<file path="config.mk">
export PLATFORM = sky130hd
export DESIGN_NAME = decode_stage
export DESIGN_NICKNAME = d
export VERILOG_FILES = /design/src/rtl/decode_stage.sv
export SDC_FILE = /design/constraint.sdc
export NUM_CORES = 1
export LEC_CHECK = 0
export BUFFER_PORTS_ARGS = -buffer_cell sky130_fd_sc_hd__buf_2
export CORE_MARGIN = 4
export CORE_UTILIZATION = 35
export CTS_CLUSTER_DIAMETER = 120
export DETAILED_ROUTE_END_ITERATION = 7
export PLACE_DENSITY_LB_ADDON = 0.2
export SYNTH_ARGS = -nofsm -noshare
export SYNTH_HDL_FRONTEND = slang
export SYNTH_SLANG_ARGS = --single-unit
</file>
<file path="constraint.sdc">
create_clock -name clk -period 14.46 [get_ports clk]
set_clock_uncertainty 0.15 [all_clocks]
set_input_delay 2.892 -clock clk [delete_from_list [all_inputs] [get_ports clk]]
set_output_delay 2.892 -clock clk [all_outputs]
set_load 0.005 [all_outputs]
</file>
<file path="src/rtl/decode_stage.sv">
// rtl/decode_stage.sv - RV64I instruction-decode pipeline stage with main+skid output buffer
module decode_stage #(
    parameter int XLEN    = 64,
    parameter int ALUOP_W = 10
) (
    input  logic               clk,
    input  logic               rst,
    input  logic               in_valid,
    output logic               in_ready,
    input  logic [XLEN-1:0]    in_pc,
    input  logic [31:0]        in_inst,
    input  logic               flush,
    output logic               out_valid,
    input  logic               out_ready,
    output logic [XLEN-1:0]    out_pc,
    output logic [4:0]         out_rd,
    output logic [4:0]         out_rs1,
    output logic [4:0]         out_rs2,
    output logic [XLEN-1:0]    out_imm,
    output logic [ALUOP_W-1:0] out_alu_op,
    output logic               out_need_imm,
    output logic               out_is_word,
    output logic               out_reg_wen,
    output logic               out_mem_wen,
    output logic [7:0]         out_wmask,
    output logic               out_is_load,
    output logic [1:0]         out_mem_size,
    output logic               out_load_uns,
    output logic               out_is_branch,
    output logic [2:0]         out_br_f3,
    output logic               out_is_jal,
    output logic               out_is_jalr,
    output logic               out_is_auipc,
    output logic               out_is_lui,
    output logic               out_is_ebreak,
    output logic               out_illegal
);

    localparam bit RV64 = (XLEN == 64);

    localparam logic [ALUOP_W-1:0] ALU_ADD = ALUOP_W'(1);
    localparam logic [ALUOP_W-1:0] ALU_SUB = ALUOP_W'(2);
    localparam logic [ALUOP_W-1:0] ALU_LT  = ALUOP_W'(4);
    localparam logic [ALUOP_W-1:0] ALU_LTU = ALUOP_W'(8);
    localparam logic [ALUOP_W-1:0] ALU_AND = ALUOP_W'(16);
    localparam logic [ALUOP_W-1:0] ALU_OR  = ALUOP_W'(32);
    localparam logic [ALUOP_W-1:0] ALU_XOR = ALUOP_W'(64);
    localparam logic [ALUOP_W-1:0] ALU_SLL = ALUOP_W'(128);
    localparam logic [ALUOP_W-1:0] ALU_SRL = ALUOP_W'(256);
    localparam logic [ALUOP_W-1:0] ALU_SRA = ALUOP_W'(512);

    localparam logic [6:0] OPC_LUI    = 7'b0110111;
    localparam logic [6:0] OPC_AUIPC  = 7'b0010111;
    localparam logic [6:0] OPC_JAL    = 7'b1101111;
    localparam logic [6:0] OPC_JALR   = 7'b1100111;
    localparam logic [6:0] OPC_BRANCH = 7'b1100011;
    localparam logic [6:0] OPC_LOAD   = 7'b0000011;
    localparam logic [6:0] OPC_STORE  = 7'b0100011;
    localparam logic [6:0] OPC_OPIMM  = 7'b0010011;
    localparam logic [6:0] OPC_OPIMMW = 7'b0011011;
    localparam logic [6:0] OPC_OP     = 7'b0110011;
    localparam logic [6:0] OPC_OPW    = 7'b0111011;
    localparam logic [6:0] OPC_SYSTEM = 7'b1110011;

    typedef struct packed {
        logic [XLEN-1:0]    pc;
        logic [4:0]         rd;
        logic [4:0]         rs1;
        logic [4:0]         rs2;
        logic [XLEN-1:0]    imm;
        logic [ALUOP_W-1:0] alu_op;
        logic               need_imm;
        logic               is_word;
        logic               reg_wen;
        logic               mem_wen;
        logic [7:0]         wmask;
        logic               is_load;
        logic [1:0]         mem_size;
        logic               load_uns;
        logic               is_branch;
        logic [2:0]         br_f3;
        logic               is_jal;
        logic               is_jalr;
        logic               is_auipc;
        logic               is_lui;
        logic               is_ebreak;
        logic               illegal;
    } bundle_t;

    logic [6:0] opcode;
    logic [2:0] f3;
    logic [6:0] f7;
    assign opcode = in_inst[6:0];
    assign f3     = in_inst[14:12];
    assign f7     = in_inst[31:25];

    logic [XLEN-1:0] imm_i, imm_s, imm_b, imm_u, imm_j;
    assign imm_i = {{(XLEN-12){in_inst[31]}}, in_inst[31:20]};
    assign imm_s = {{(XLEN-12){in_inst[31]}}, in_inst[31:25], in_inst[11:7]};
    assign imm_b = {{(XLEN-12){in_inst[31]}}, in_inst[7], in_inst[30:25], in_inst[11:8], 1'b0};
    assign imm_u = {{(XLEN-31){in_inst[31]}}, in_inst[30:12], 12'b0};
    assign imm_j = {{(XLEN-20){in_inst[31]}}, in_inst[19:12], in_inst[20], in_inst[30:21], 1'b0};

    // Shift-immediate funct fields: RV64 uses a 6-bit shamt, so only inst[31:26] qualifies the op.
    logic shamt_lo, shamt_ar;
    assign shamt_lo = RV64 ? (in_inst[31:26] == 6'b000000) : (f7 == 7'b0000000);
    assign shamt_ar = RV64 ? (in_inst[31:26] == 6'b010000) : (f7 == 7'b0100000);

    bundle_t dec;
    logic    ill;

    always_comb begin
        dec     = '0;
        ill     = 1'b0;
        dec.pc  = in_pc;
        dec.rs1 = in_inst[19:15];
        dec.rs2 = in_inst[24:20];
        case (opcode)
            OPC_LUI: begin
                dec.imm      = imm_u;
                dec.need_imm = 1'b1;
                dec.reg_wen  = 1'b1;
                dec.is_lui   = 1'b1;
            end
            OPC_AUIPC: begin
                dec.imm      = imm_u;
                dec.alu_op   = ALU_ADD;
                dec.need_imm = 1'b1;
                dec.reg_wen  = 1'b1;
                dec.is_auipc = 1'b1;
            end
            OPC_JAL: begin
                dec.imm      = imm_j;
                dec.need_imm = 1'b1;
                dec.reg_wen  = 1'b1;
                dec.is_jal   = 1'b1;
            end
            OPC_JALR: begin
                ill          = (f3 != 3'b000);
                dec.imm      = imm_i;
                dec.alu_op   = ALU_ADD;
                dec.need_imm = 1'b1;
                dec.reg_wen  = 1'b1;
                dec.is_jalr  = 1'b1;
            end
            OPC_BRANCH: begin
                ill           = (f3 == 3'b010) || (f3 == 3'b011);
                dec.imm       = imm_b;
                dec.is_branch = 1'b1;
                dec.br_f3     = f3;
            end
            OPC_LOAD: begin
                ill          = (f3 == 3'b111) || (!RV64 && (f3 == 3'b011 || f3 == 3'b110));
                dec.imm      = imm_i;
                dec.alu_op   = ALU_ADD;
                dec.need_imm = 1'b1;
                dec.reg_wen  = 1'b1;
                dec.is_load  = 1'b1;
                dec.mem_size = f3[1:0];
                dec.load_uns = f3[2];
            end
            OPC_STORE: begin
                ill          = f3[2] || (!RV64 && f3 == 3'b011);
                dec.imm      = imm_s;
                dec.alu_op   = ALU_ADD;
                dec.need_imm = 1'b1;
                dec.mem_wen  = 1'b1;
                dec.mem_size = f3[1:0];
                case (f3[1:0])
                    2'd0:    dec.wmask = 8'h01;
                    2'd1:    dec.wmask = 8'h03;
                    2'd2:    dec.wmask = 8'h0F;
                    default: dec.wmask = 8'hFF;
                endcase
            end
            OPC_OPIMM: begin
                dec.imm      = imm_i;
                dec.need_imm = 1'b1;
                dec.reg_wen  = 1'b1;
                case (f3)
                    3'b000: dec.alu_op = ALU_ADD;
                    3'b010: dec.alu_op = ALU_LT;
                    3'b011: dec.alu_op = ALU_LTU;
                    3'b100: dec.alu_op = ALU_XOR;
                    3'b110: dec.alu_op = ALU_OR;
                    3'b111: dec.alu_op = ALU_AND;
                    3'b001: begin
                        dec.alu_op = ALU_SLL;
                        ill        = !shamt_lo;
                    end
                    default: begin
                        dec.alu_op = shamt_ar ? ALU_SRA : ALU_SRL;
                        ill        = !(shamt_lo || shamt_ar);
                    end
                endcase
            end
            OPC_OPIMMW: begin
                dec.imm      = imm_i;
                dec.need_imm = 1'b1;
                dec.reg_wen  = 1'b1;
                dec.is_word  = 1'b1;
                case (f3)
                    3'b000: dec.alu_op = ALU_ADD;
                    3'b001: begin
                        dec.alu_op = ALU_SLL;
                        ill        = (f7 != 7'b0000000);
                    end
                    3'b101: begin
                        dec.alu_op = f7[5] ? ALU_SRA : ALU_SRL;
                        ill        = (f7 != 7'b0000000) && (f7 != 7'b0100000);
                    end
                    default: ill = 1'b1;
                endcase
                if (!RV64) ill = 1'b1;
            end
            OPC_OP: begin
                dec.reg_wen = 1'b1;
                if (f7 == 7'b0000000) begin
                    case (f3)
                        3'b000:  dec.alu_op = ALU_ADD;
                        3'b001:  dec.alu_op = ALU_SLL;
                        3'b010:  dec.alu_op = ALU_LT;
                        3'b011:  dec.alu_op = ALU_LTU;
                        3'b100:  dec.alu_op = ALU_XOR;
                        3'b101:  dec.alu_op = ALU_SRL;
                        3'b110:  dec.alu_op = ALU_OR;
                        default: dec.alu_op = ALU_AND;
                    endcase
                end else if (f7 == 7'b0100000 && f3 == 3'b000) begin
                    dec.alu_op = ALU_SUB;
                end else if (f7 == 7'b0100000 && f3 == 3'b101) begin
                    dec.alu_op = ALU_SRA;
                end else begin
                    ill = 1'b1;
                end
            end
            OPC_OPW: begin
                dec.reg_wen = 1'b1;
                dec.is_word = 1'b1;
                case ({f7, f3})
                    {7'b0000000, 3'b000}: dec.alu_op = ALU_ADD;
                    {7'b0100000, 3'b000}: dec.alu_op = ALU_SUB;
                    {7'b0000000, 3'b001}: dec.alu_op = ALU_SLL;
                    {7'b0000000, 3'b101}: dec.alu_op = ALU_SRL;
                    {7'b0100000, 3'b101}: dec.alu_op = ALU_SRA;
                    default:              ill = 1'b1;
                endcase
                if (!RV64) ill = 1'b1;
            end
            OPC_SYSTEM: begin
                dec.is_ebreak = (in_inst == 32'h0010_0073);
                ill           = !dec.is_ebreak;
            end
            default: ill = 1'b1;
        endcase
        // Illegal bundles keep only pc and source indices so nothing downstream acts on them.
        if (ill) begin
            dec         = '0;
            dec.pc      = in_pc;
            dec.rs1     = in_inst[19:15];
            dec.rs2     = in_inst[24:20];
            dec.illegal = 1'b1;
        end
        dec.rd = dec.reg_wen ? in_inst[11:7] : 5'd0;
    end

    bundle_t main_q, skid_q;
    logic    main_valid, skid_valid;
    logic    accept, drain;

    assign in_ready  = ~skid_valid;
    assign out_valid = main_valid;
    assign accept    = in_valid & in_ready;
    assign drain     = main_valid & out_ready;

    always_ff @(posedge clk or posedge rst) begin
        if (rst) begin
            main_valid <= 1'b0;
            skid_valid <= 1'b0;
            main_q     <= '0;
            skid_q     <= '0;
        end else if (flush) begin
            main_valid <= 1'b0;
            skid_valid <= 1'b0;
        end else if (drain) begin
            // skid can only be full while in_ready is low, so accept and skid_valid are exclusive here
            if (skid_valid) begin
                main_q     <= skid_q;
                skid_valid <= 1'b0;
            end else if (accept) begin
                main_q <= dec;
            end else begin
                main_valid <= 1'b0;
            end
        end else if (accept) begin
            if (main_valid) begin
                skid_q     <= dec;
                skid_valid <= 1'b1;
            end else begin
                main_q     <= dec;
                main_valid <= 1'b1;
            end
        end
    end

    assign out_pc        = main_q.pc;
    assign out_rd        = main_q.rd;
    assign out_rs1       = main_q.rs1;
    assign out_rs2       = main_q.rs2;
    assign out_imm       = main_q.imm;
    assign out_alu_op    = main_q.alu_op;
    assign out_need_imm  = main_q.need_imm;
    assign out_is_word   = main_q.is_word;
    assign out_reg_wen   = main_q.reg_wen;
    assign out_mem_wen   = main_q.mem_wen;
    assign out_wmask     = main_q.wmask;
    assign out_is_load   = main_q.is_load;
    assign out_mem_size  = main_q.mem_size;
    assign out_load_uns  = main_q.load_uns;
    assign out_is_branch = main_q.is_branch;
    assign out_br_f3     = main_q.br_f3;
    assign out_is_jal    = main_q.is_jal;
    assign out_is_jalr   = main_q.is_jalr;
    assign out_is_auipc  = main_q.is_auipc;
    assign out_is_lui    = main_q.is_lui;
    assign out_is_ebreak = main_q.is_ebreak;
    assign out_illegal   = main_q.illegal;

endmodule

</file>
# After elaboration in Yosys (flattened, before gate mapping)
# Cells that the tools add are included.
dict set report word_totals {
  ff_bits 360
  inputBits 101
  elab_cells 164
}
dict set report classes {
  eq_ne 32
  reduce_logical 33
  n_mux 48
  bitwise_logic 5
}
# operator n
set op_table {}
lappend op_table {{$mux W179} 5}
lappend op_table {{$pmux W64 S5} 1}
lappend op_table {{$mux W100} 1}
lappend op_table {{$pmux W10 S5} 2}
lappend op_table {{$pmux W10 S7} 1}
lappend op_table {{$pmux W9 S7} 1}
lappend op_table {{$mux W10} 5}
lappend op_table {{$eq A7 B6 Y1 const B} 5}
lappend op_table {{$eq A32 B21 Y1 const B} 1}
lappend op_table {{$pmux W10 S3} 1}
lappend op_table {{$eq A7 B7 Y1 const B} 4}
lappend op_table {{$pmux W8 S3} 1}
lappend op_table {{$mux W1} 23}
lappend op_table {{$eq A7 B5 Y1 const B} 3}
lappend op_table {{$eq A10 B9 Y1 const B} 2}
lappend op_table {{$eq A3 B3 Y1 const B} 4}
lappend op_table {{$eq A10 B1 Y1 const B} 1}
lappend op_table {{$eq A10 B3 Y1 const B} 1}
lappend op_table {{$logic_not A10 Y1} 1}
lappend op_table {{$pmux W1 S10} 1}
lappend op_table {{$mux W9} 1}
lappend op_table {{$reduce_bool A3 Y1} 3}
lappend op_table {{$reduce_or A9 Y1} 1}
lappend op_table {{$reduce_and A4 Y1} 2}
lappend op_table {{33 further kinds} 47}

# Longest topological paths before layout
# Gate-level depths: netlist of run 1.
dict set report logic_depth {
  ltp_word 11
  depth_mapped 9
  depth_no_buf 6
}

# Worst setup path before layout of run 1
# Ideal clock, no wire load.
dict set report synth_path {
  path_type {input port to flip-flop}
  start {input in_inst[26]}
  end {register skid_q[4] (netlist bit)}
  path_stages 7
  t_arrival_ps 5341
  setup_slack_ps 8873
  t_required_ps 14214
  setup_time_ps 96
  n_path_buf 1
  cell_sequence {or4_4 or3_4 or4_1 a211oi_4 nand3_4 buf_6 o31ai_1}
}
dict set report synth_via {
  elab_chain_cells 7
  word_cells_on_any_way 28
  classes_between {eq/ne: 8; mux: 8; reduce/logical: 12}
}
# item line
set synth_lines {}
lappend synth_lines {{start: declaration} 11} ;# input logic [31:0] in_inst,
lappend synth_lines {{$eq A7 B6 Y1} {229, 231}}
lappend synth_lines {{$logic_and A1 B1 Y1} 231} ;# end else if (f7 == 7'b0100000 && f3 == 3'b101) begin
lappend synth_lines {{$mux W1} 231}
lappend synth_lines {{$mux W1} 229} ;# end else if (f7 == 7'b0100000 && f3 == 3'b000) begin
lappend synth_lines {{$mux W1} 218} ;# if (f7 == 7'b0000000) begin
lappend synth_lines {{$pmux W1 S10 (*)} 118} ;# case (opcode)
lappend synth_lines {{$mux W100 (*)} 257} ;# if (ill) begin
lappend synth_lines {{end signal: assignment} 281} ;# skid_q <= '0;
lappend synth_lines {{end signal: assignment} 297} ;# skid_q <= dec;
lappend synth_lines {{end: declaration} 267} ;# bundle_t main_q, skid_q;
# Every way passes the cells marked *; elsewhere a longest branch is shown, timed or not.
# A chain may end at the register's enable or synchronous reset.

# Worst setup path in the final report of run 1
dict set report layout_path {
  start {input in_inst[26]}
  end {register skid_q[0] (netlist bit)}
}
# Same word-level chain as after synthesis.

==> run summary, run 1 <==
• largest area contributor in the synthesized netlist: sky130_fd_sc_hd__dfrtp_1
• post-route insts no fill: 2240
• drt via density: 5.17
• HP Start: skid_q[29]
• sequential element share of the synthesized area: 0.544
• RSZ-0062 raised after global routing: no
• number of top-level pins: 282
• routed length per placed instance: 18.6 µm
• vias in the first global route: 11200
• areal power density over the cells: 138 nW/µm²
• worst vdd ir: 71.7 µV
• utilization after layout: 0.429
• Die X: 202 µm
• share of the synthesized area in the top cell type: 0.544
• chain of cells forming the critical path: buf_2 > or4_4 > or3_4 > or4_1 > a211oi_4 > nand3_4 > mux2_2
• critical path's largest stage delay: 0.64 ns
• share of synthesized flip-flops with an asynchronous set or reset: 1.00
• reg-to-reg critical path startpoint: skid_valid
• mean cell area of the mapped netlist: 8.58 µm²
• post-detailed-placement half-perimeter wirelength: 26.4 mm
• Post-Syn Instances: 1533
• post-CTS clock slew at the launch and capture registers of the worst setup and hold paths: 0.06 ns
• Buf/Inv on CP: 1
• number of enable-type register cells in the synthesized netlist: 0
• floorplan row count: 70
• standard cell with the maximum stage delay on the critical path: sky130_fd_sc_hd__nand3_4
• Pwr Total: 0.00218 W
• Hold-fix buffers, CTS: 0
• Initial DRT Pass Iterations: 5
• sum of overflow across all layers after global routing: 0
• required time at the worst-slack endpoint: 14.71 ns
• TritonCTS clock tree: built
• drt drc: 0
• max-capacitance violation count: 0
• die height: 202 µm
• wire length of the first global-routing pass: 65.9 mm
• Longest Clk Path Bufs: 3
• achievable frequency: 0.167 GHz
• Resized cells post-CTS: 0
• signal arrival time at the worst endpoint: 6.24 ns
• placed cell count: 2177
• cts bufs inserted: 34
• overall track demand over capacity in global routing: 0.198
• nets: 1810
• number of levels in the clock H-tree: 2
• Port Buf Inserts: 281
• CORE AREA: 36900 µm²
• family with the most delay on the worst path: simple AND/OR/NAND/NOR gates
• nature of the critical path startpoint: input pin
• Synth area leaders: sky130_fd_sc_hd__dfrtp_1 (54%), sky130_fd_sc_hd__nand2_1 (14%), sky130_fd_sc_hd__nor2_1 (3.8%)
• area delta synth->final: 20.2%
• initial standard-cell utilization of the core: 0.357
• residual antenna-violating net count after detailed routing: 0
• via count: 11600
• final wirelength: 41.8 mm
• worst rel slew slack: 0.226
• library cell with the highest instance count after synthesis: sky130_fd_sc_hd__nand2_1
• endpoint kind of the worst setup timing path: flop
• maximum fanout encountered on the critical timing path: 63
• number of antenna violations at the first check in global routing: 1
• Worst Setup Slack post-DPL: 7.90 ns
• Worst Setup Path Type: input pin to flop
• minimum clock period after layout: 5.99 ns
• Slew Viols, Final: 0
• count of endpoints failing setup in the final report: 0
• mapped cell area: 13200 µm²
• path category of the worst min-delay check: flop to flop
• post-CTS repair timing setup buffer count: 0
• top post-synthesis cells by count: sky130_fd_sc_hd__nand2_1 (484), sky130_fd_sc_hd__dfrtp_1 (286), sky130_fd_sc_hd__nor2_1 (132), sky130_fd_sc_hd__clkbuf_1 (109), sky130_fd_sc_hd__a21oi_1 (92)
• count of synthesis-stage warnings from yosys: 0
• CP startpoint: in_inst[26]
• total negative slack for setup checks: 0 ns
• share of cells above drive strength 1: 0.213
• net count of the mapped netlist: 1634
• drt initial violations: 1119
• number of clock sinks: 286
• insertion delay of the later-clocked pin in the worst-skew pair: 0.51 ns
• top_reg_cell synth: sky130_fd_sc_hd__dfrtp_1
• post-synthesis sequential element count: 286
• result of the run: finished, final reports clean
• hold violation total from the final report: 0
• actual transition at the worst max-transition pin: 1.16 ns
• pin count of the biggest net entering global routing: 157
• worst path setup slack after routing: 8.47 ns
• library cell used as clock root buffer: sky130_fd_sc_hd__clkbuf_16
• Synth cell types: 59
• final weighted congestion in routability-driven placement: 0.888
• leakage power of the design: 7.57 nW
• floorplan die area: 40800 µm²
• fraction of the cycle the final worst path needs: 0.414
cell families after synthesis:
group,Yosys count,synth area share
and+or+nand+nor,746,0.239
AOI/OAI and AO/OA,338,0.157
DFF,286,0.544
buffers and inverters,161,0.0585
xor gates and xnor gates,1,0.000666
muxes,1,0.000856
registers in the layout (all words and copies together) (netlist names), 2 cells and up:
signal / cells
out_alu_op: 10
out_br_f3: 3
out_imm: 32
out_mem_size: 2
out_pc: 64
out_rd: 5
out_rs1: 5
out_rs2: 5
out_wmask: 4
skid_q: 142
layout make-up:
class,instances,area (µm²)
clock inverter,12,183
multi-input combinational,1086,5270
tap,504,631
timing repair buffer,294,1520
inverter,7,33.8
antenna,1,2.50
fill,3714,21100
sequential,286,7160
clock buffer,50,1020
report_power, final:
group / internal [W] / switching (W) / leakage, nW
Clock: 0.000566 / 0.000347 / 0.598
Combinational: 0.000117 / 0.000173 / 3.38
Sequential: 0.000912 / 0.0000635 / 3.60
Total: 0.00159 / 0.000583 / 7.57
per-stage QoR:
stage	cell area [µm²]	hold WS, ns
CTS	15800	0.321
floorplan	13200	0.289
global route	15800	0.337
finish	15800	0.319
global placement	14600	0.301
detailed placement	14600	0.308
final timing paths:
| kind | end | slack (ns) | cells past startpoint |
|---|---|---|---|
| hold / removal | skid_q[29] | 0.32 | 2 |
| setup reg to reg | skid_q[6] | 11.54 | 6 |
| max in group asynchronous | out_rs2[1] | 10.28 | 3 |
| setup / recovery | skid_q[0] | 8.47 | 7 |
| min in group asynchronous | out_pc[47] | 2.41 | 2 |
| hold reg to reg | skid_q[29] | 0.32 | 2 |
placed cells by master (no fill, tap or decap), types with 7 or more instances in the layout:
cell	n
sky130_fd_sc_hd__a21oi_1	92
sky130_fd_sc_hd__a31oi_1	76
sky130_fd_sc_hd__and3_1	31
sky130_fd_sc_hd__buf_2	281
sky130_fd_sc_hd__buf_4	12
sky130_fd_sc_hd__clkbuf_16	35
sky130_fd_sc_hd__clkbuf_8	9
sky130_fd_sc_hd__dfrtp_1	286
sky130_fd_sc_hd__nand2_1	483
sky130_fd_sc_hd__nand2b_1	8
sky130_fd_sc_hd__nand3_1	36
sky130_fd_sc_hd__nor2_1	132
sky130_fd_sc_hd__nor3_1	7
sky130_fd_sc_hd__o21ai_0	69
sky130_fd_sc_hd__o22ai_1	26
sky130_fd_sc_hd__o31ai_1	42
tightest hold or removal path: cells and delay by family (launching register included):
kind / cells / cell delay (ns)
simple gates: 1 / 0.04
flops: 1 / 0.33
compound gates: 1 / 0.06
layer usage:
layer  global-route usage  share of wire  vias up
li1                     -              -     5514
met1                0.284           0.45     5623
met2                0.306           0.46      379
met3               0.0380          0.064       68
met4               0.0566          0.026        0
met5                    0              0        -
No activity file was read; power rests on OpenSTA's default activity.
==> inputs of run 2 (changes only) <==
==> constraint.sdc (replaced) <==
create_clock -name clk -period 5.5 [get_ports clk]
set_clock_uncertainty 0.15 [all_clocks]
set_input_delay 1.1 -clock clk [delete_from_list [all_inputs] [get_ports clk]]
set_output_delay 1.1 -clock clk [all_outputs]
set_load 0.005 [all_outputs]
==> run 2 against run 1 <==
Cell count is essentially flat. Clock-buffer cell count decreased by 3. Largest power group unchanged. Clock power rose by 150%. Register-to-register slack lost 8.8 ns. Die area stayed put. Sequential share of layout area rose by 0.19 points. Global-route usage down 0.29 points. Highest routed layer unchanged. Largest cell class unchanged. Hold slack better by 0.00060 ns. Core utilization fell by 0.18 points. Wire length down 0.59%. Total power grew to 2.6 times the previous value.
==> run summary, run 2 (same netlist as run 1, synthesis figures left out) <==
• result of the run: finished, final reports clean
• reg-to-reg critical path startpoint: out_valid
• utilization after layout: 0.427, -0.00180
• achievable frequency: 0.243 GHz
• vias in the first global route: 11000, -2.6%
• drt via density: 5.14, -0.68%
• drt initial violations: 901, -19%
• count of endpoints failing setup in the final report: 0, unchanged
• CORE AREA: 36900 µm², unchanged
• post-CTS repair timing setup buffer count: 0, unchanged
• max-capacitance violation count: 0, unchanged
• via count: 11500, -0.77%
• floorplan row count: 70, unchanged
• most frequent cells in the layout: sky130_fd_sc_hd__nand2_1 (483), sky130_fd_sc_hd__dfrtp_1 (286), sky130_fd_sc_hd__buf_2 (281)
• chain of cells forming the critical path: buf_2 > or4_4 > or3_4 > or4_1 > a211oi_4 > nand3_4 > buf_4 > o31ai_1
• Multi-input gate area: 5270 µm², unchanged
• overall track demand over capacity in global routing: 0.195, -0.00286
• Top reg by flops: skid_q
• floorplan die area: 40800 µm², unchanged
• die height: 202 µm, unchanged
• Initial DRT Pass Iterations: 5, unchanged
• worst vdd ir: 166 µV, +130%
• commonest non-fill, non-tap cell in the layout: sky130_fd_sc_hd__nand2_1
• signal arrival time at the worst endpoint: 4.37 ns, -1.87 ns
• residual antenna-violating net count after detailed routing: 0, unchanged
• combined flip-flop and latch cell area: 7160 µm², unchanged
• maximum fanout encountered on the critical timing path: 34, -46%
• worst rel slew slack: 0.216, -0.0104
• flip-flop count of the largest register after layout: 142, unchanged
• wire length of the first global-routing pass: 64.4 mm, -2.3%
• # diodes: 0, -1
• library cell used as clock root buffer: sky130_fd_sc_hd__clkbuf_16
• number of clock sinks: 286, unchanged
• terminus of the critical flop-to-flop path: skid_q[20]
• CP startpoint: in_inst[26]
• actual transition at the worst max-transition pin: 1.18 ns, +0.0155 ns
• number of fillers in the final layout: 3694, -0.54%
• routed length per placed instance: 18.6 µm, -0.50%
• leakage power of the design: 7.54 nW, -0.44%
• pin count of the biggest net entering global routing: 220, +40%
• areal power density over the cells: 353 nW/µm², +160%
• Die X: 202 µm, unchanged
• TritonCTS clock tree: built
• endpoint kind of the worst setup timing path: flop
• share of cells above drive strength 1: 0.213, about the same
• post-CTS clock slew at the launch and capture registers of the worst setup and hold paths: 0.06 ns, about the same
• Longest Clk Path Bufs: 3, unchanged
• initial standard-cell utilization of the core: 0.357, unchanged
• Slew Viols, Final: 0, unchanged
• CP endpoint: skid_q[4]
• standard cell with the maximum stage delay on the critical path: sky130_fd_sc_hd__or4_1
• minimum clock period after layout: 4.12 ns
• RSZ-0062 raised after global routing: no
• nets: 1812, +0.11%
• area delta synth->final: 19.7%
• required time at the worst-slack endpoint: 5.75 ns, -8.96 ns
• final weighted congestion in routability-driven placement: 0.893, +0.64%
• Resized cells post-CTS: 0, unchanged
• insertion delay of the later-clocked pin in the worst-skew pair: 0.51 ns, about the same
• fraction of the cycle the final worst path needs: 0.749
• hold violation total from the final report: 0, unchanged
• worst setup slack for register-to-register paths: 2.73 ns, -8.81 ns
• final wirelength: 41.5 mm, -0.59%
• cts bufs inserted: 34, unchanged
• post-detailed-placement half-perimeter wirelength: 26.1 mm, -1.2%
• total negative slack for setup checks: 0 ns, unchanged
• sum of overflow across all layers after global routing: 0, unchanged
• number of levels in the clock H-tree: 2, unchanged
• number of top-level pins: 282, unchanged
• cells on worst reg2reg path: 4, -2
• nature of the critical path startpoint: input pin
• Worst Setup Path Type: input pin to flop
• number of antenna violations at the first check in global routing: 0, -1
• Hold-fix buffers, CTS: 0, unchanged
• critical path's largest stage delay: 0.63 ns, about the same
• Port Buf Inserts: 281, unchanged
• drt drc: 0, unchanged
• path category of the worst min-delay check: flop to flop
-- run 2: critical path, delay by kind of cell --
kind | cells | cell delay, ns
AOI/OAI and AO/OA | 2 | 0.71
buffers and inverters | 2 | 0.53
and+or+nand+nor | 4 | 2.01
-- run 2: worst min-delay path by stage --
stage | start | end | depth (start not counted)
global placement | skid_q[25] | skid_q[25] | 2
floorplan | skid_q[32] | skid_q[32] | 2
CTS | skid_q[32] | skid_q[32] | 2
global route | skid_q[26] | skid_q[26] | 2
finish | skid_q[25] | skid_q[25] | 2
detailed placement | skid_q[32] | skid_q[32] | 2
-- run 2: per-stage QoR --
| stage | hold slack [ns] | instances | power, W | worst slack [ns] | cell area (µm²) |
|---|---|---|---|---|---|
| after floorplan | 0.289 | 1533 | 0.00300 | 0.459 | 13200 |
| after global placement | 0.301 | 2179 | 0.00335 | 0.944 | 14600 |
| after detailed placement | 0.306 | 2179 | 0.00337 | 0.861 | 14600 |
| after CTS | 0.320 | 2238 | 0.00564 | 1.36 | 15700 |
| after global routing | 0.336 | 2238 | 0.00585 | 1.27 | 15700 |
| final | 0.320 | 2238 | 0.00556 | 1.38 | 15700 |
-- run 2: area by class of cell --
type / count / area share
clock inverters: 12 / 0.00723
flip-flops and latches: 286 / 0.454
repair buffers: 296 / 0.0988
inverters: 7 / 0.00191
well taps: 504 / 0.0400
multi-input cells: 1086 / 0.335
clock buffers: 47 / 0.0629
-- run 2: power by group --
part	switching, W	internal, W
sequential	0.000166	0.00240
clock	0.000884	0.00135
combinational	0.000451	0.000310
total	0.00150	0.00406
-- run 2: metal layers --
layer | wire, µm | vias to the layer above | global-route usage | part of all wire
met1 | 18900 | 5554 | 0.277 | 0.45
li1 | - | 5514 | - | -
met2 | 19300 | 363 | 0.310 | 0.47
met4 | 972 | 0 | 0.0542 | 0.023
met5 | 0 | - | 0 | 0
met3 | 2350 | 64 | 0.0313 | 0.057
==> inputs of run 3 (changes only) <==
--- a/config.mk
+++ b/config.mk
@@ -5,6 +5,7 @@
 export SDC_FILE = /design/constraint.sdc
 export NUM_CORES = 1
 export LEC_CHECK = 0
+export ABC_AREA = 1
 export BUFFER_PORTS_ARGS = -buffer_cell sky130_fd_sc_hd__buf_2
 export CORE_MARGIN = 4
 export CORE_UTILIZATION = 35
==> constraint.sdc (replaced) <==
create_clock -name clk -period 3.8 [get_ports clk]
set_clock_uncertainty 0.15 [all_clocks]
set_input_delay 0.76 -clock clk [delete_from_list [all_inputs] [get_ports clk]]
set_output_delay 0.76 -clock clk [all_outputs]
set_load 0.005 [all_outputs]
==> run 3 against run 2 <==
Sequential share of layout area decreased by 2.0 points. Via count is 6.4% higher. Synthesized cell count grew 16%.
==> run summary, run 3 <==
• result of the run: finished, final reports clean
• top post-synthesis cells by count: sky130_fd_sc_hd__nand2_1 (730), sky130_fd_sc_hd__dfrtp_1 (286), sky130_fd_sc_hd__nor2_1 (221), sky130_fd_sc_hd__a31oi_1 (75), sky130_fd_sc_hd__nand3_1 (67)
• post-detailed-placement half-perimeter wirelength: 28.1 mm, +7.8%
• required time at the worst-slack endpoint: 2.89 ns, -2.86 ns
• initial standard-cell utilization of the core: 0.355, -0.00197
• floorplan die area: 42400 µm², +4.1%
• sequential group share of total power: 0.461, about the same
• share of the synthesized area in the top cell type: 0.522, -0.0221
• RSZ-0062 raised after global routing: no
• vias in the first global route: 11500, +5.4%
• Buf/Inv on CP: 1, -1
• share of cells above drive strength 1: 0.203, -0.00998
• cts bufs inserted: 35, +2.9%
• Pwr Total: 0.00797 W, +43%
• insertion delay of the later-clocked pin in the worst-skew pair: 0.54 ns, +0.03 ns
• drt initial violations: 724, -20%
• Die X: 206 µm, +2.0%
• number of enable-type register cells in the synthesized netlist: 0, unchanged
• Slew Viols, Final: 0, unchanged
• areal power density over the cells: 484 nW/µm², +37%
• area delta synth->final: 20.1%
• residual antenna-violating net count after detailed routing: 0, unchanged
• post-CTS repair timing setup buffer count: 0, unchanged
• library cell used as clock root buffer: sky130_fd_sc_hd__clkbuf_16
• worst setup slack for register-to-register paths: 1.37 ns, -1.36 ns
• critical path's largest stage delay: 0.83 ns, +0.20 ns
• clock network fraction of total power: 0.406, +0.004
• drt drc: 0, unchanged
• maximum fanout encountered on the critical timing path: 34, unchanged
• minimum clock period after layout: 2.54 ns
• switch share: 0.270, about the same
• Worst Setup Slack post-DPL: 0.793 ns, -0.0683 ns
• nets: 2078, +15%
• net count of the mapped netlist: 1877, +15%
• hold violation total from the final report: 0, unchanged
• Resized cells post-CTS: 0, unchanged
• final wirelength: 42.0 mm, +1.1%
• wire length of the first global-routing pass: 65.5 mm, +1.8%
• mapped cell area: 13700 µm², +4.2%
• cells on worst reg2reg path: 7, +3
• achievable frequency: 0.394 GHz
• count of endpoints failing setup in the final report: 0, unchanged
• Synth cell types: 37, -37%
• post-synthesis sequential element count: 286, unchanged
• number of top-level pins: 282, unchanged
• actual transition at the worst max-transition pin: 1.14 ns, -0.0379 ns
• sequential element share of the synthesized area: 0.522, -0.0221
• Comb power frac: 0.133, -0.004
• post-CTS clock slew at the launch and capture registers of the worst setup and hold paths: 0.06 ns, about the same
• leakage power of the design: 8.95 nW, +19%
• flip-flop count of the largest register after layout: 142, unchanged
• worst path setup slack after routing: 1.26 ns, -0.115 ns
• Hold-fix buffers, CTS: 0, unchanged
• worst rel slew slack: 0.241, +0.0253
• commonest non-fill, non-tap cell in the layout: sky130_fd_sc_hd__nand2_1
• worst vdd ir: 250 µV, +50%
• pin count of the biggest net entering global routing: 184, -16%
• nature of the critical path startpoint: flop
• top_reg_cell synth: sky130_fd_sc_hd__dfrtp_1
• CP Depth: 1, -7
• Synth area leaders: sky130_fd_sc_hd__dfrtp_1 (52%), sky130_fd_sc_hd__nand2_1 (20%), sky130_fd_sc_hd__nor2_1 (6.0%)
• Port Buf Inserts: 281, unchanged
• number of clock sinks: 286, unchanged
• combined flip-flop and latch cell area: 7160 µm², unchanged
• Initial DRT Pass Iterations: 6, +1
• endpoint kind of the worst setup timing path: output pin
• Longest Clk Path Bufs: 3, unchanged
• overall track demand over capacity in global routing: 0.195, +0.000269
• library cell with the highest instance count after synthesis: sky130_fd_sc_hd__nand2_1
• number of antenna violations at the first check in global routing: 10, +10
• mean cell area of the mapped netlist: 7.72 µm², -10%
• most frequent cells in the layout: sky130_fd_sc_hd__nand2_1 (730), sky130_fd_sc_hd__dfrtp_1 (286), sky130_fd_sc_hd__buf_2 (281)
• number of fillers in the final layout: 3953, +7.0%
• net switching component of the power: 0.00215 W, +43%
• count of synthesis-stage warnings from yosys: 0, unchanged
• worst hold slack after final layout: 0.280 ns, -0.0393 ns
• share of synthesized flip-flops with an asynchronous set or reset: 1.00, unchanged
• number of levels in the clock H-tree: 2, unchanged
• final weighted congestion in routability-driven placement: 0.895, +0.20%
• sum of overflow across all layers after global routing: 0, unchanged
• die height: 206 µm, +2.0%
• Top reg by flops: skid_q
• Post-Syn Instances: 1776, +16%
• fraction of the cycle the final worst path needs: 0.667
• path category of the worst min-delay check: input pin to async pin
• TritonCTS clock tree: built
• total negative slack for setup checks: 0 ns, unchanged
• CORE AREA: 38600 µm², +4.8%
• Worst Setup Path Type: flop to output pin
• largest area contributor in the synthesized netlist: sky130_fd_sc_hd__dfrtp_1
• utilization after layout: 0.426, -0.00106
• Multi-input gate area: 5590 µm², +6.0%
• standard cell with the maximum stage delay on the critical path: sky130_fd_sc_hd__dfrtp_1
• max-capacitance violation count: 0, unchanged
• floorplan row count: 72, +2.9%
• drt via density: 4.85, -5.7%
• routed length per placed instance: 16.6 µm, -10%
• chain of cells forming the critical path: buf_2
• Internal Pwr Total: 0.00582 W, +43%
• via count: 12200, +6.4%
• family with the most delay on the worst path: flip-flops
• signal arrival time at the worst endpoint: 1.63 ns, -2.74 ns
[run 3: cell count changes in the layout (fill, tap and decap cells not counted), sizes merged, moves of 32 or more]
| cell | delta |
|---|---|
| a21oi | -73 |
| and3 | -32 |
| inv | +53 |
| nand2 | +255 |
| nand3 | +32 |
| nor2 | +104 |
| o31ai | -42 |
[run 3: area by class of cell]
cell class,instances,area share
antenna,4,0.000608
clock buffer,53,0.0622
clock inverter,8,0.00479
inverter,59,0.0142
multi-input combinational,1288,0.339
sequential,286,0.435
tap,518,0.0394
timing repair buffer,307,0.105
[run 3: cell families after synthesis]
kind of cell	Yosys count	synth area share
AOI/OAI and AO/OA	210	0.0872
muxes	1	0.000730
and+or+nand+nor	1077	0.318
DFF	286	0.522
buffers and inverters	202	0.0724
[run 3: path summary, 6_finish.rpt]
| kind | start | endpoint |
|---|---|---|
| worst max-delay path | out_imm[62] | out_imm[62] |
| worst min-delay path | rst | out_pc[32] |
| worst max register to register | out_valid | out_br_f3[0] |
| worst min register to register | out_imm[26] | out_imm[26] |
| max in group asynchronous | rst | out_pc[10] |
| min in group clk | in_pc[47] | skid_q[162] |
[run 3: power by group through the flow]
stage                     sequential, W  combinational (W)  clock [W]
after floorplan                 0.00371           0.000628          0
after CTS                       0.00368            0.00108    0.00335
after global placement          0.00372            0.00106          0
after detailed placement        0.00373            0.00108          0
after global routing            0.00373            0.00122    0.00346
final                           0.00368            0.00106    0.00324
[run 3: routing by layer]
layer,up-vias,global-route usage,part of all wire
met5,-,0,0.0018
met4,12,0.0518,0.020
met3,69,0.0530,0.081
met2,383,0.301,0.45
met1,5719,0.273,0.44
li1,6042,-,-
[run 3: per-stage QoR]
step	area, µm²	cells
after floorplan	13700	1776
final	16500	2523
after global routing	16500	2522
after CTS	16500	2519
after detailed placement	15400	2458
after global placement	15400	2458
